[config.mk]
export PLATFORM = sky130hd
export DESIGN_NAME = debounce_bank_flat
export DESIGN_NICKNAME = d
export VERILOG_FILES = /design/src/rtl/debounce_pkg.sv /design/src/rtl/debounce_if.sv /design/src/rtl/debounce_chan.sv /design/src/rtl/debounce_bank.sv /design/src/flat_wrapper.sv
export SDC_FILE = /design/constraint.sdc
export NUM_CORES = 1
export LEC_CHECK = 0
export ABC_AREA = 1
export BUFFER_PORTS_ARGS = -buffer_cell sky130_fd_sc_hd__buf_4
export CAP_MARGIN = 40
export CORE_UTILIZATION = 45
export DETAILED_ROUTE_END_ITERATION = 8
export GPL_TIMING_DRIVEN = 0
export PLACE_DENSITY = 0.71
export SETUP_SLACK_MARGIN = 0.3
export SLEW_MARGIN = 20
export SYNTH_ARGS = -nofsm -noshare
export SYNTH_HDL_FRONTEND = slang
export SYNTH_SLANG_ARGS = --single-unit
[constraint.sdc]
create_clock -name clk -period 1.5 [get_ports clk]
set_input_delay 0.3 -clock clk [delete_from_list [all_inputs] [get_ports clk]]
set_output_delay 0.3 -clock clk [all_outputs]
set_load 0.03 [all_outputs]
[src/rtl/debounce_pkg.sv]
// debounce_pkg: types and helpers shared by the debounce bank RTL and its bench.
//   cnt_w(max_val) : bit width needed to hold 0..max_val (never less than 1)
//   event_e        : per-channel event classification used by the bench scoreboard
package debounce_pkg;

    // Width of a counter that must reach max_val without wrapping.
    // A zero max still needs one bit so the declaration stays legal.
    function automatic int cnt_w(input int max_val);
        int w;
        w = $clog2(max_val + 1);
        return (w < 1) ? 1 : w;
    endfunction

    typedef enum logic [1:0] {
        EV_NONE,
        EV_RISE,
        EV_FALL
    } event_e;

endpackage

[src/rtl/debounce_if.sv]
// debounce_if: groups the per-channel level/event vectors of a debounce bank.
//   din  : raw asynchronous inputs            (master -> slave)
//   dout : debounced levels                   (slave -> master)
//   rise : one-cycle pulse on dout 0->1       (slave -> master)
//   fall : one-cycle pulse on dout 1->0       (slave -> master)
//   hold : one-cycle long-press/repeat pulse  (slave -> master)
// The slave modport is the filter; the master modport is whoever owns the pins.
interface debounce_if #(
    parameter int N_CH = 4
) ();

    logic [N_CH-1:0] din;
    logic [N_CH-1:0] dout;
    logic [N_CH-1:0] rise;
    logic [N_CH-1:0] fall;
    logic [N_CH-1:0] hold;

    modport master (
        output din,
        input  dout,
        input  rise,
        input  fall,
        input  hold
    );

    modport slave (
        input  din,
        output dout,
        output rise,
        output fall,
        output hold
    );

endinterface

[src/rtl/debounce_chan.sv]
// debounce_chan: one debounce channel.
//   clk    : system clock
//   reset  : asynchronous active-low reset
//   tick   : shared prescaler strobe; counters only advance when it is high
//   din_i  : raw asynchronous input
//   dout_o : debounced level
//   rise_o : one-cycle pulse when dout goes 0->1
//   fall_o : one-cycle pulse when dout goes 1->0
//   hold_o : one-cycle long-press pulse, then repeat pulses (if enabled)
// The input passes a SYNC_STAGES flop synchroniser. The synchronised value is
// tracked as a candidate level; once the candidate has been stable for
// COUNT_MAX+1 ticks it is copied to dout.
module debounce_chan
    import debounce_pkg::*;
#(
    parameter int   SYNC_STAGES = 2,
    parameter int   COUNT_MAX   = 255,
    parameter int   HOLD_MAX    = 0,
    parameter int   REPEAT_MAX  = 0,
    parameter logic INIT_LEVEL  = 1'b0
) (
    input  logic clk,
    input  logic reset,
    input  logic tick,
    input  logic din_i,
    output logic dout_o,
    output logic rise_o,
    output logic fall_o,
    output logic hold_o
);

    localparam int              CNT_W     = cnt_w(COUNT_MAX);
    localparam logic [CNT_W-1:0] CNT_MAX_V = CNT_W'(COUNT_MAX);

    // ------------------------------------------------------------------
    // Synchroniser chain; stage 0 samples the raw pin.
    // ------------------------------------------------------------------
    logic [SYNC_STAGES-1:0] sync_q;
    logic [SYNC_STAGES-1:0] sync_d;
    logic                   s;

    assign sync_d[0] = din_i;
    for (genvar gi = 1; gi < SYNC_STAGES; gi++) begin : g_sync
        assign sync_d[gi] = sync_q[gi-1];
    end
    assign s = sync_q[SYNC_STAGES-1];

    // ------------------------------------------------------------------
    // Candidate / stability counter / debounced level
    // ------------------------------------------------------------------
    logic             cand_q, cand_d;
    logic [CNT_W-1:0] cnt_q,  cnt_d;
    logic             dout_q, dout_d;
    logic             rise_q, rise_d;
    logic             fall_q, fall_d;

    always_comb begin
        cand_d = cand_q;
        cnt_d  = cnt_q;
        dout_d = dout_q;
        rise_d = 1'b0;
        fall_d = 1'b0;
        if (s != cand_q) begin
            // A new level restarts the stability window even between ticks,
            // so a bounce can never sneak through on a slow tick.
            cand_d = s;
            cnt_d  = '0;
        end else if (tick) begin
            if (cnt_q != CNT_MAX_V) begin
                cnt_d = cnt_q + CNT_W'(1);
            end else if (dout_q != cand_q) begin
                dout_d = cand_q;
                rise_d = cand_q;
                fall_d = ~cand_q;
            end
        end
    end

    always_ff @(posedge clk or negedge reset) begin
        if (!reset) begin
            sync_q <= {SYNC_STAGES{INIT_LEVEL}};
            cand_q <= INIT_LEVEL;
            cnt_q  <= '0;
            dout_q <= INIT_LEVEL;
            rise_q <= 1'b0;
            fall_q <= 1'b0;
        end else begin
            sync_q <= sync_d;
            cand_q <= cand_d;
            cnt_q  <= cnt_d;
            dout_q <= dout_d;
            rise_q <= rise_d;
            fall_q <= fall_d;
        end
    end

    assign dout_o = dout_q;
    assign rise_o = rise_q;
    assign fall_o = fall_q;

    // ------------------------------------------------------------------
    // Long-press / auto-repeat
    // ------------------------------------------------------------------
    if (HOLD_MAX > 0) begin : g_hold
        localparam int               HCNT_W = cnt_w(HOLD_MAX);
        localparam logic [HCNT_W-1:0] HOLD_V = HCNT_W'(HOLD_MAX);
        // After a pulse the counter restarts REPEAT_MAX below the threshold so
        // the next pulse lands REPEAT_MAX ticks later. With repeat disabled it
        // parks at the threshold and stays silent. A repeat period longer than
        // the initial hold cannot be represented, so it falls back to HOLD_MAX.
        localparam int RELOAD = (REPEAT_MAX == 0)        ? HOLD_MAX :
                                (REPEAT_MAX >= HOLD_MAX) ? 0        :
                                                           HOLD_MAX - REPEAT_MAX;
        localparam logic [HCNT_W-1:0] RELOAD_V = HCNT_W'(RELOAD);

        logic [HCNT_W-1:0] hcnt_q, hcnt_d;
        logic              hold_q, hold_d;

        always_comb begin
            hcnt_d = hcnt_q;
            hold_d = 1'b0;
            // fall_d covers the release cycle itself, so a repeat pulse that
            // would coincide with the falling edge is dropped.
            if (!dout_q || fall_d) begin
                hcnt_d = '0;
            end else if (tick && (hcnt_q != HOLD_V)) begin
                if (hcnt_q == HOLD_V - HCNT_W'(1)) begin
                    hold_d = 1'b1;
                    hcnt_d = RELOAD_V;
                end else begin
                    hcnt_d = hcnt_q + HCNT_W'(1);
                end
            end
        end

        always_ff @(posedge clk or negedge reset) begin
            if (!reset) begin
                hcnt_q <= '0;
                hold_q <= 1'b0;
            end else begin
                hcnt_q <= hcnt_d;
                hold_q <= hold_d;
            end
        end

        assign hold_o = hold_q;
    end else begin : g_no_hold
        assign hold_o = 1'b0;
    end

endmodule

[src/rtl/debounce_bank.sv]
// debounce_bank: N_CH independent debounce channels sharing one tick prescaler.
//   clk   : system clock
//   reset : asynchronous active-low reset
//   bus   : debounce_if slave port (din in; dout/rise/fall/hold out)
// The prescaler lets long debounce times use narrow per-channel counters:
// every channel counter only advances on the common tick.
module debounce_bank
    import debounce_pkg::*;
#(
    parameter int   N_CH        = 4,
    parameter int   SYNC_STAGES = 2,
    parameter int   TICK_DIV    = 1,
    parameter int   COUNT_MAX   = 255,
    parameter int   HOLD_MAX    = 0,
    parameter int   REPEAT_MAX  = 0,
    parameter logic INIT_LEVEL  = 1'b0
) (
    input  logic       clk,
    input  logic       reset,
    debounce_if.slave  bus
);

    logic tick;

    // ------------------------------------------------------------------
    // Shared prescaler: tick is high during the last count of each period.
    // ------------------------------------------------------------------
    if (TICK_DIV > 1) begin : g_presc
        localparam int               PCNT_W = cnt_w(TICK_DIV - 1);
        localparam logic [PCNT_W-1:0] LAST_V = PCNT_W'(TICK_DIV - 1);

        logic [PCNT_W-1:0] pcnt_q, pcnt_d;

        always_comb begin
            pcnt_d = pcnt_q + PCNT_W'(1);
            if (pcnt_q == LAST_V) begin
                pcnt_d = '0;
            end
        end

        always_ff @(posedge clk or negedge reset) begin
            if (!reset) begin
                pcnt_q <= '0;
            end else begin
                pcnt_q <= pcnt_d;
            end
        end

        assign tick = (pcnt_q == LAST_V);
    end else begin : g_no_presc
        assign tick = 1'b1;
    end

    // ------------------------------------------------------------------
    // Channel array
    // ------------------------------------------------------------------
    logic [N_CH-1:0] dout_w;
    logic [N_CH-1:0] rise_w;
    logic [N_CH-1:0] fall_w;
    logic [N_CH-1:0] hold_w;

    for (genvar gi = 0; gi < N_CH; gi++) begin : g_chan
        debounce_chan #(
            .SYNC_STAGES (SYNC_STAGES),
            .COUNT_MAX   (COUNT_MAX),
            .HOLD_MAX    (HOLD_MAX),
            .REPEAT_MAX  (REPEAT_MAX),
            .INIT_LEVEL  (INIT_LEVEL)
        ) u_chan (
            .clk    (clk),
            .reset  (reset),
            .tick   (tick),
            .din_i  (bus.din[gi]),
            .dout_o (dout_w[gi]),
            .rise_o (rise_w[gi]),
            .fall_o (fall_w[gi]),
            .hold_o (hold_w[gi])
        );
    end

    assign bus.dout = dout_w;
    assign bus.rise = rise_w;
    assign bus.fall = fall_w;
    assign bus.hold = hold_w;

endmodule
[src/flat_wrapper.sv]
// flat-port wrapper written by rule: the top's interface ports become plain ports
module debounce_bank_flat import debounce_pkg::*;
#(
    parameter int   N_CH        = 4,
    parameter int   SYNC_STAGES = 2,
    parameter int   TICK_DIV    = 1,
    parameter int   COUNT_MAX   = 255,
    parameter int   HOLD_MAX    = 0,
    parameter int   REPEAT_MAX  = 0,
    parameter logic INIT_LEVEL  = 1'b0
)
  (clk, reset, bus_din, bus_dout, bus_rise, bus_fall, bus_hold);
  debounce_if #(.N_CH(N_CH)) bus_i ();
  input  logic clk;
  input  logic reset;
  input wire logic [$bits(bus_i.din)-1:0] bus_din;
  output wire logic [$bits(bus_i.dout)-1:0] bus_dout;
  output wire logic [$bits(bus_i.rise)-1:0] bus_rise;
  output wire logic [$bits(bus_i.fall)-1:0] bus_fall;
  output wire logic [$bits(bus_i.hold)-1:0] bus_hold;
  assign bus_i.din = bus_din;
  assign bus_dout = bus_i.dout;
  assign bus_rise = bus_i.rise;
  assign bus_fall = bus_i.fall;
  assign bus_hold = bus_i.hold;
  debounce_bank #(.N_CH(N_CH), .SYNC_STAGES(SYNC_STAGES), .TICK_DIV(TICK_DIV), .COUNT_MAX(COUNT_MAX), .HOLD_MAX(HOLD_MAX), .REPEAT_MAX(REPEAT_MAX), .INIT_LEVEL(INIT_LEVEL)) u_core (.clk(clk), .reset(reset), .bus(bus_i));
endmodule
After elaboration in Yosys (flattened, before gate mapping)
Index checks and enable logic that the tools add are counted.
{"block": "op_classes", "addsub": 4, "shifts": 0, "div_mod_pow": 0, "n_mul": 0, "bitwise": 12, "reduce_logical": 8, "n_eq_ne": 12, "magnitude_cmp": 0, "n_mux": 32}
{"op": "$mux 8", "count": 8}
{"op": "$add 8x1->8 const B", "count": 4}
{"op": "$ne 8x8->1 const B", "count": 4}
{"op": "$mux 1", "count": 24}
{"op": "$not 1->1", "count": 12}
{"op": "$reduce_and 3->1", "count": 4}
{"op": "$ne 1x1->1", "count": 8}
{"op": "$reduce_bool 2->1", "count": 4}
{"block": "word_totals", "out_inout_bits": 16, "mem_bits_rw": 0, "reg_bits": 56, "word_cells": 92, "mem_count": 0, "rom_bits": 0, "latch_bits": 0}

Depth between registers and ports, before layout
Gate-level depths: netlist of run 1.
{"block": "depth", "word_depth": 4, "mapped_depth": 7}

Cells and area by module
From an unflattened synthesis of run 1, not the netlist that was laid out.
{"block": "unflattened", "cells_unflattened": 395, "hier_area_um2": 3113.0}
{"mod": "debounce_chan (u_core.g_chan[0].u_chan ...)", "seq_area_each_um2": 350.3, "area_per_inst_um2": 773.2, "cells_per_inst": 97, "n_inst": 3}
{"mod": "debounce_chan (u_core.g_chan[1].u_chan)", "seq_area_each_um2": 350.3, "area_per_inst_um2": 789.5, "cells_per_inst": 103, "n_inst": 1}
{"mod": "debounce_bank", "seq_area_each_um2": 0.0, "area_per_inst_um2": 3.8, "cells_per_inst": 1, "n_inst": 1}

Least setup slack after synthesis of run 1
No wires, ideal clock.
{"block": "synth_path", "path_kind": "reg-to-reg", "startpoint": "register u_core.g_chan[1].u_chan.cnt_q[0]", "endpoint": "register u_core.g_chan[1].u_chan.cnt_q[4]", "stages_incl_launch_ff": 7, "t_arrival_ns": 1.127, "setup_ns": 0.119, "required_time_ns": 1.381, "path_slack_ns": 0.254, "cell_sequence": "dfrtp_1 > ha_1 > nand2_2 > nor2_4 > or2_2 > nand3_1 > nand2_1"}
{"block": "synth_between", "elab_chain_cells": 3, "word_cells_on_any_way": 5}
{"element": "start, declared", "line_no": "debounce_chan.sv:52", "rtl": "logic [CNT_W-1:0] cnt_q, cnt_d;"}
{"element": "start signal, assigned", "line_no": "debounce_chan.sv:90", "rtl": "cnt_q <= cnt_d;"}
{"element": "$add 8x1->8", "line_no": "debounce_chan.sv:70", "rtl": "cnt_d = cnt_q + CNT_W'(1);"}
{"element": "$mux 8", "line_no": "debounce_chan.sv:69", "rtl": "if (cnt_q != CNT_MAX_V) begin"}
{"element": "$mux 8", "line_no": "debounce_chan.sv:63", "rtl": "if (s != cand_q) begin"}
Parallel ways exist; a longest one is shown, timed or not. The select of a mux whose other input is x is not followed.
A chain may end at the register's enable or synchronous reset.

Worst setup path in the final report of run 1
{"block": "layout_path", "startpoint": "register u_core.g_chan[2].u_chan.dout_q", "endpoint": "output bus_dout[2]"}
{"element": "start, declared", "line_no": "debounce_chan.sv:53", "rtl": "logic dout_q, dout_d;"}
{"element": "start signal, assigned", "line_no": "debounce_chan.sv:91", "rtl": "dout_q <= dout_d;"}
{"element": "end, declared", "line_no": "flat_wrapper.sv:17", "rtl": "output wire logic [$bits(bus_i.dout)-1:0] bus_dout;"}
No word-level cell between the ends.

==> results.sh, run 1 <==
export IMPL_synthToLayoutAreaGrowth_pct=26.0
export IMPL_status="finished with violations"
export IMPL_gp_congestion=0.811
export IMPL_cts_sinks=56
export IMPL_cts_root_buf="clkbuf_8"
export IMPL_grt_max_degree=57
export IMPL_htree_num_levels=2
export IMPL_cts_buffers=5
export IMPL_ys_warn_count=0
export IMPL_p_per_area_mw_per_mm2=755
export IMPL_post_drt_wl_per_cell_um=10.9
export IMPL_comb_power_share_pct=9.6
export IMPL_avgSynthCellArea_um2=8.49
export IMPL_swShare_pct=24.2
export IMPL_drt_iter0_markers=56
export IMPL_slew_headroom_pct=54.1
export IMPL_core_mm2=0.00639
export IMPL_synth_top_area_share_pct=46.7
export IMPL_drt_wl_total_um=5200
export IMPL_synth_area_mm2=0.00300
export IMPL_hold_path_class="in -> async"
export IMPL_fin_area_mm2=0.00378
export IMPL_worstMarginPinSlew_ns=0.689
export IMPL_rsz0062_at_grt="true"
export IMPL_violations="negative hold slack"
export IMPL_grt_pass1_wl_um=8960
export IMPL_min_period_ns=1.27
export IMPL_cts_tree="built"
export IMPL_diodes=0
export IMPL_post_route_drc_count=0
export IMPL_antenna_found_initial=0
export IMPL_via_per_inst=4.73
export IMPL_syn_inst=353
export IMPL_dp_hpwl_um=3500
export IMPL_p_sw_mw=0.690
export IMPL_skew_ns=0.00636
export IMPL_fin_tns_setup_ns=0
export IMPL_overflow=0
export IMPL_grtUsageTotal_pct=15.8
export IMPL_synth_cell_types=29
export IMPL_placed_cell_area_mm2=0.00325
export IMPL_p_int_mw=2.16
export IMPL_setup_viol=0
export IMPL_cap_violations=0
export IMPL_p_seq_share_pct=56.2
export IMPL_endpoint_kind="output pin"
export IMPL_clk_pin_slew_worst_paths_ns=0.10
export IMPL_num_rows=29
export IMPL_drive_above_1_share_pct=33.6
export IMPL_whs_ns=-0.00135
export IMPL_cp_arrival_ns=0.97
export IMPL_first_pass_iters=4
export IMPL_synthFlopType="dfrtp_1"
export IMPL_synth_edf_count=0
export IMPL_insertion_delay_ns=0.31
export IMPL_initial_core_util_pct=46.9
export IMPL_via_count=2265
export IMPL_die_x_um=83.6
export IMPL_clkPwrFrac_pct=34.2
export IMPL_postRouteAntennaNets=0
export IMPL_worstSetupPathType="reg -> out"
export IMPL_grt_pass1_vias=2158
export IMPL_fin_crit_sh_pct=84.5
export IMPL_yosys_area_top_type="dfrtp_1"
export IMPL_ios=22
export IMPL_final_max_slew_viol_count=0
export IMPL_fin_nets=419
export IMPL_dieArea_mm2=0.00699
export IMPL_ys_seq_area_share_pct=46.7
export IMPL_portBuffers=17
export IMPL_hold_violations=1
export IMPL_ys_seq_elements=56
export IMPL_worst_path_max_fanout=2
export IMPL_worstPathRequired_ns=1.20
export IMPL_leakagePower_nw=1.98
export IMPL_async_flop_share_pct=100
export IMPL_ir_drop_v=0.000614
export IMPL_fmax_ghz=0.789
export IMPL_max_clock_path_buffers=2
export IMPL_critPathLaunchType="flop"
export IMPL_fp_dieH_um=83.6
export IMPL_synthTopCellsByArea="dfrtp_1 47%, nand2_1 12%, nand3_1 5.5%"
metrics by stage:
step / worst slack (ns) / power (mW) / hold WS, ns / utilization [%] / std cells
6_report: 0.232 / 2.85 / -0.00135 / 59.1 / 479
2_1_floorplan: 0.292 / 1.76 / 0.00441 / - / 356
3_3_place_gp: 0.241 / 1.83 / 0.344 / 50.9 / 450
3_5_place_dp: 0.224 / 1.84 / 0.336 / 50.9 / 450
5_1_grt: 0.145 / 2.99 / 0.0708 / 59.1 / 479
4_1_cts: 0.230 / 2.87 / 0.0436 / 56.8 / 473
what timing repair did:
item,CTS,global route
setup buffers,15,6
pin swaps,7,16
hold buffers,0,0
hold endpoints to repair,0,0
gates resized for setup,39,26
setup endpoints to repair,32,48
cell families (layout without fill, tap and decap cells):
kind of cell    Yosys count  in the layout  synth area share (%)
compound gates           17             17                  3.42
xor+xnor                  1              1                 0.292
fa+ha+maj                12             12                  5.01
buf+inv                  68            114                  10.5
flops                    56             56                  46.7
other cells               1              4                 0.125
simple gates            198            198                  33.9
cell usage after synthesis (3+ instances only):
master    instances
nand2_2          11
nand3_1          33
nand2_4           4
o21ai_0           4
ha_1             12
nor2_4           10
nor2_1           23
nand2_1          94
inv_2             5
dfrtp_1          56
nand3_2           3
buf_4            16
nor2_2            3
or2_2             3
nand4_1           7
inv_1            43
a21oi_1           4
o21ai_1           3
clkbuf_1          4
routing by layer:
| metal | up-vias | share of wire, % | GRT usage (%) |
|---|---|---|---|
| met1 | 1055 | 44 | 19.5 |
| li1 | 1173 | - | - |
| met2 | 31 | 52 | 26.9 |
| met3 | 6 | 3.1 | 2.37 |
| met4 | 0 | 1.2 | 7.55 |
| met5 | - | 0 | 0 |
placed cells by master (no fill, tap or decap), drive strengths merged:
cell type / count
ha: 12
o21bai: 2
clkinv: 1
xor2: 1
nand3: 37
bufinv: 1
o31ai: 2
o21ai: 9
conb: 4
dfrtp: 56
buf: 54
nor3: 4
clkbuf: 10
inv: 48
nor2: 37
a21oi: 4
nand2: 109
nand4: 7
or2: 4
registers in the layout, indices dropped and copies added (netlist names):
signal and cells:
u_core.g_chan.u_chan.cnt_q 32, u_core.g_chan.u_chan.sync_q 8, u_core.g_chan.u_chan.cand_q 4, u_core.g_chan.u_chan.dout_o 4, u_core.g_chan.u_chan.fall_o 4, u_core.g_chan.u_chan.rise_o 4
power by group through the flow:
stage               clock (mW)  sequential [mW]  combinational (mW)
floorplan                    0             1.62               0.144
global placement             0             1.63               0.203
detailed placement           0             1.63               0.211
CTS                       1.01             1.60               0.259
global route              1.07             1.61               0.315
finish                   0.975             1.60               0.274
worst max-delay path, cell delays in order, from the launching register on:
cell and delay [ns]:
dfrtp_1 0.41, buf_6 0.12, buf_6 0.12
layout make-up:
type	count	area, um^2
flip-flops and latches	56	1400
plain buffers	20	180
fillers	555	2610
well taps	77	96.3
clock inverters	2	35.0
repair buffers	38	345
multi-input cells	232	1470
clock buffers	6	72.6
inverters	48	180
path summary, 6_finish.rpt:
path | end | slack [ns] | cells after the start | startpoint
worst max register to register | u_core.g_chan[2].u_chan.cnt_q[2] | 0.23 | 6 | u_core.g_chan[2].u_chan.cnt_q[0]
worst max-delay path | bus_dout[2] | 0.23 | 2 | u_core.g_chan[2].u_chan.dout_o
worst min register to register | u_core.g_chan[3].u_chan.sync_q[1] | 0.36 | 0 | u_core.g_chan[3].u_chan.sync_q[0]
worst min-delay path | u_core.g_chan[2].u_chan.cnt_q[6] | -0.001 | 1 | reset
max in group asynchronous | u_core.g_chan[2].u_chan.cand_q | 0.99 | 1 | reset
min in group clk | u_core.g_chan[2].u_chan.sync_q[0] | 0.09 | 1 | bus_din[2]
Note: power is estimated with default switching activity, not from simulation.
==> run 2: changes to the inputs <==
--- a/config.mk
+++ b/config.mk
@@ -5,13 +5,13 @@
 export SDC_FILE = /design/constraint.sdc
 export NUM_CORES = 1
 export LEC_CHECK = 0
-export ABC_AREA = 1
+export ABC_AREA = 0
 export BUFFER_PORTS_ARGS = -buffer_cell sky130_fd_sc_hd__buf_4
 export CAP_MARGIN = 40
 export CORE_UTILIZATION = 45
 export DETAILED_ROUTE_END_ITERATION = 8
 export GPL_TIMING_DRIVEN = 0
-export PLACE_DENSITY = 0.71
+export PLACE_DENSITY = 0.74
 export SETUP_SLACK_MARGIN = 0.3
 export SLEW_MARGIN = 20
 export SYNTH_ARGS = -nofsm -noshare
==> constraint.sdc (replaced) <==
create_clock -name clk -period 1 [get_ports clk]
set_input_delay 0.2 -clock clk [delete_from_list [all_inputs] [get_ports clk]]
set_output_delay 0.2 -clock clk [all_outputs]
set_load 0.03 [all_outputs]
==> results.sh, run 2 <==
export IMPL_hold_path_class="in -> async"
export IMPL_top_regs="u_core.g_chan.u_chan.cnt_q: 32 flops, u_core.g_chan.u_chan.sync_q: 8 flops"
export IMPL_ir_drop_v=0.00111
export IMPL_slew_headroom_pct=53.3
export IMPL_antenna_found_initial=0
export IMPL_endpoint_kind="flop"
export IMPL_hold_buffers=4
export IMPL_grt_max_degree=57
export IMPL_overflow=0
export IMPL_fin_util_pct=79.6
export IMPL_reg2reg_from="u_core.g_chan[1].u_chan.dout_o"
export IMPL_clk_pin_slew_worst_paths_ns=0.10
export IMPL_fin_nets=402
export IMPL_htree_num_levels=2
export IMPL_setup_viol=56
export IMPL_placed_cell_area_mm2=0.00337
export IMPL_grtUsageTotal_pct=24.5
export IMPL_fin_area_mm2=0.00477
export IMPL_rsz0062_at_grt="true"
export IMPL_first_pass_iters=6
export IMPL_fmax_ghz=0.704
export IMPL_postRouteAntennaNets=0
export IMPL_status="finished with violations"
export IMPL_synth_most_common_cell="dfrtp_1"
export IMPL_worst_path_max_fanout=3
export IMPL_syn_inst=280
export IMPL_critPathLaunchType="flop"
export IMPL_ys_seq_area_share_pct=49.4
export IMPL_post_route_drc_count=0
export IMPL_synth_common_cells="56 x dfrtp_1, 19 x a21oi_1, 19 x nand3_1, 18 x o21ai_0"
export IMPL_final_max_slew_viol_count=0
export IMPL_hold_violations=56
export IMPL_ios=22
export IMPL_fin_ws_ns=-0.420
export IMPL_r2r_setup_slack_ns=-0.42
export IMPL_initial_core_util_pct=47.3
export IMPL_dieArea_mm2=0.00662
export IMPL_synth_edf_count=0
export IMPL_regMostFlops="u_core.g_chan.u_chan.cnt_q"
export IMPL_via_count=2665
export IMPL_min_period_ns=1.42
export IMPL_via_per_inst=5.79
export IMPL_grt_pass1_vias=2584
export IMPL_avgSynthCellArea_um2=10.1
export IMPL_worstSetupPathType="reg -> reg"
export IMPL_final_common_cell="buf_4"
export IMPL_diodes=0
export IMPL_synth_top_area_share_pct=49.4
export IMPL_reg2reg_depth=4
export IMPL_ys_warn_count=0
export IMPL_fin_crit_sh_pct=142
export IMPL_leakagePower_nw=2.04
export IMPL_worstPathRequired_ns=1.17
export IMPL_violations="negative hold slack, negative setup slack"
export IMPL_synth_area_mm2=0.00283
export IMPL_p_per_area_mw_per_mm2=1070
export IMPL_fp_dieH_um=81.4
export IMPL_cts_root_buf="clkbuf_8"
export IMPL_core_mm2=0.00599
export IMPL_num_rows=28
export IMPL_portBuffers=17
export IMPL_dp_hpwl_um=3770
export IMPL_drt_wl_total_um=8450
export IMPL_max_clock_path_buffers=2
export IMPL_r2r_end="u_core.g_chan[1].u_chan.dout_o"
export IMPL_yosys_area_top_type="dfrtp_1"
export IMPL_drt_iter0_markers=169
export IMPL_gp_congestion=0.820
export IMPL_cap_violations=0
export IMPL_synthFlopType="dfrtp_1"
export IMPL_skew_ns=0.00791
export IMPL_die_x_um=81.4
export IMPL_synthToLayoutAreaGrowth_pct=68.3
export IMPL_cts_buffers=5
export IMPL_cts_sinks=56
export IMPL_cp_arrival_ns=1.59
export IMPL_synthTopCellsByArea="dfrtp_1 49%, ha_1 5.3%, buf_4 4.2%"
export IMPL_post_drt_wl_per_cell_um=18.4
export IMPL_drive_above_1_share_pct=61.3
export IMPL_cts_tree="built"
export IMPL_async_flop_share_pct=100
export IMPL_synth_cell_types=44
export IMPL_ys_seq_elements=56
export IMPL_dp_slack_ns=-0.426
export IMPL_final_cell_mix="55 x buf_4, 52 x buf_6, 34 x dfrtp_1"
export IMPL_largest_register_ffs=32
export IMPL_grt_pass1_wl_um=12300
export IMPL_insertion_delay_ns=0.30
export IMPL_worstMarginPinSlew_ns=0.700
export IMPL_whs_ns=-0.0681
run 2: per-layer routing:
metal  track usage, %  vias up  wire [um]
met1             29.4     1346       3400
li1                 -     1211          -
met2             44.2       89       4620
met5                0        -          0
met3             3.48       19        265
met4             9.29        0        163
run 2: how the worst max path moves through the flow:
stage | depth (start not counted) | to | from | slack (ns)
after detailed placement | 5 | u_core.g_chan[0].u_chan.cnt_q[5] | u_core.g_chan[0].u_chan.cnt_q[0] | -0.43
after floorplan | 5 | u_core.g_chan[0].u_chan.cnt_q[3] | u_core.g_chan[0].u_chan.cnt_q[0] | -0.35
after CTS | 5 | u_core.g_chan[0].u_chan.cnt_q[3] | u_core.g_chan[0].u_chan.cnt_q[0] | -0.38
final | 4 | u_core.g_chan[1].u_chan.dout_o | u_core.g_chan[1].u_chan.dout_o | -0.42
after global placement | 5 | u_core.g_chan[0].u_chan.cnt_q[3] | u_core.g_chan[0].u_chan.cnt_q[0] | -0.41
after global routing | 5 | u_core.g_chan[0].u_chan.cnt_q[3] | u_core.g_chan[0].u_chan.cnt_q[1] | -0.45
run 2: kinds of logic (layout without fill, tap and decap cells):
logic type / Yosys count / after routing / share of synthesized area (%)
other cells: 1 / 4 / 0.132
compound gates: 66 / 66 / 14.9
xor+xnor: 9 / 9 / 2.78
buf+inv: 40 / 142 / 7.81
flops: 56 / 56 / 49.4
simple gates: 96 / 96 / 19.6
fa+ha+maj: 12 / 12 / 5.30
run 2: report_power, final:
group / internal, mW / switching [mW]
Clock: 0.885 / 0.734
Sequential: 2.37 / 0.171
Combinational: 0.518 / 0.438
run 2: critical path, cell delays in order, from the launching register on:
cell	delay, ns
dfrtp_2	0.45
inv_2	0.10
ha_4	0.22
o41ai_4	0.36
a22oi_1	0.16
run 2: per-stage QoR:
step | cells | setup TNS (ns) | power (mW)
5_1_grt | 460 | -15.77 | 5.31
2_1_floorplan | 283 | -4.72 | 2.84
6_report | 460 | -13.37 | 5.12
3_5_place_dp | 375 | -9.42 | 2.98
4_1_cts | 431 | -10.96 | 4.86
3_3_place_gp | 375 | -8.41 | 2.96
run 2: final cells by class:
| type | instances | area [um^2] |
|---|---|---|
| Inverter | 11 | 41.3 |
| Clock inverter | 1 | 30.0 |
| Buffer | 29 | 298 |
| Tap cell | 75 | 93.8 |
| Clock buffer | 7 | 96.3 |
| Sequential cell | 56 | 1430 |
| Fill cell | 314 | 1220 |
| Multi-Input combinational cell | 187 | 1890 |
| Timing Repair Buffer | 94 | 888 |
run 2: what timing repair did:
action | CTS | global route
endpoints found under the hold margin | 60 | 25
pin swaps | 27 | 35
setup buffers | 44 | 29
resized for setup | 94 | 58
setup endpoints to repair | 56 | 60
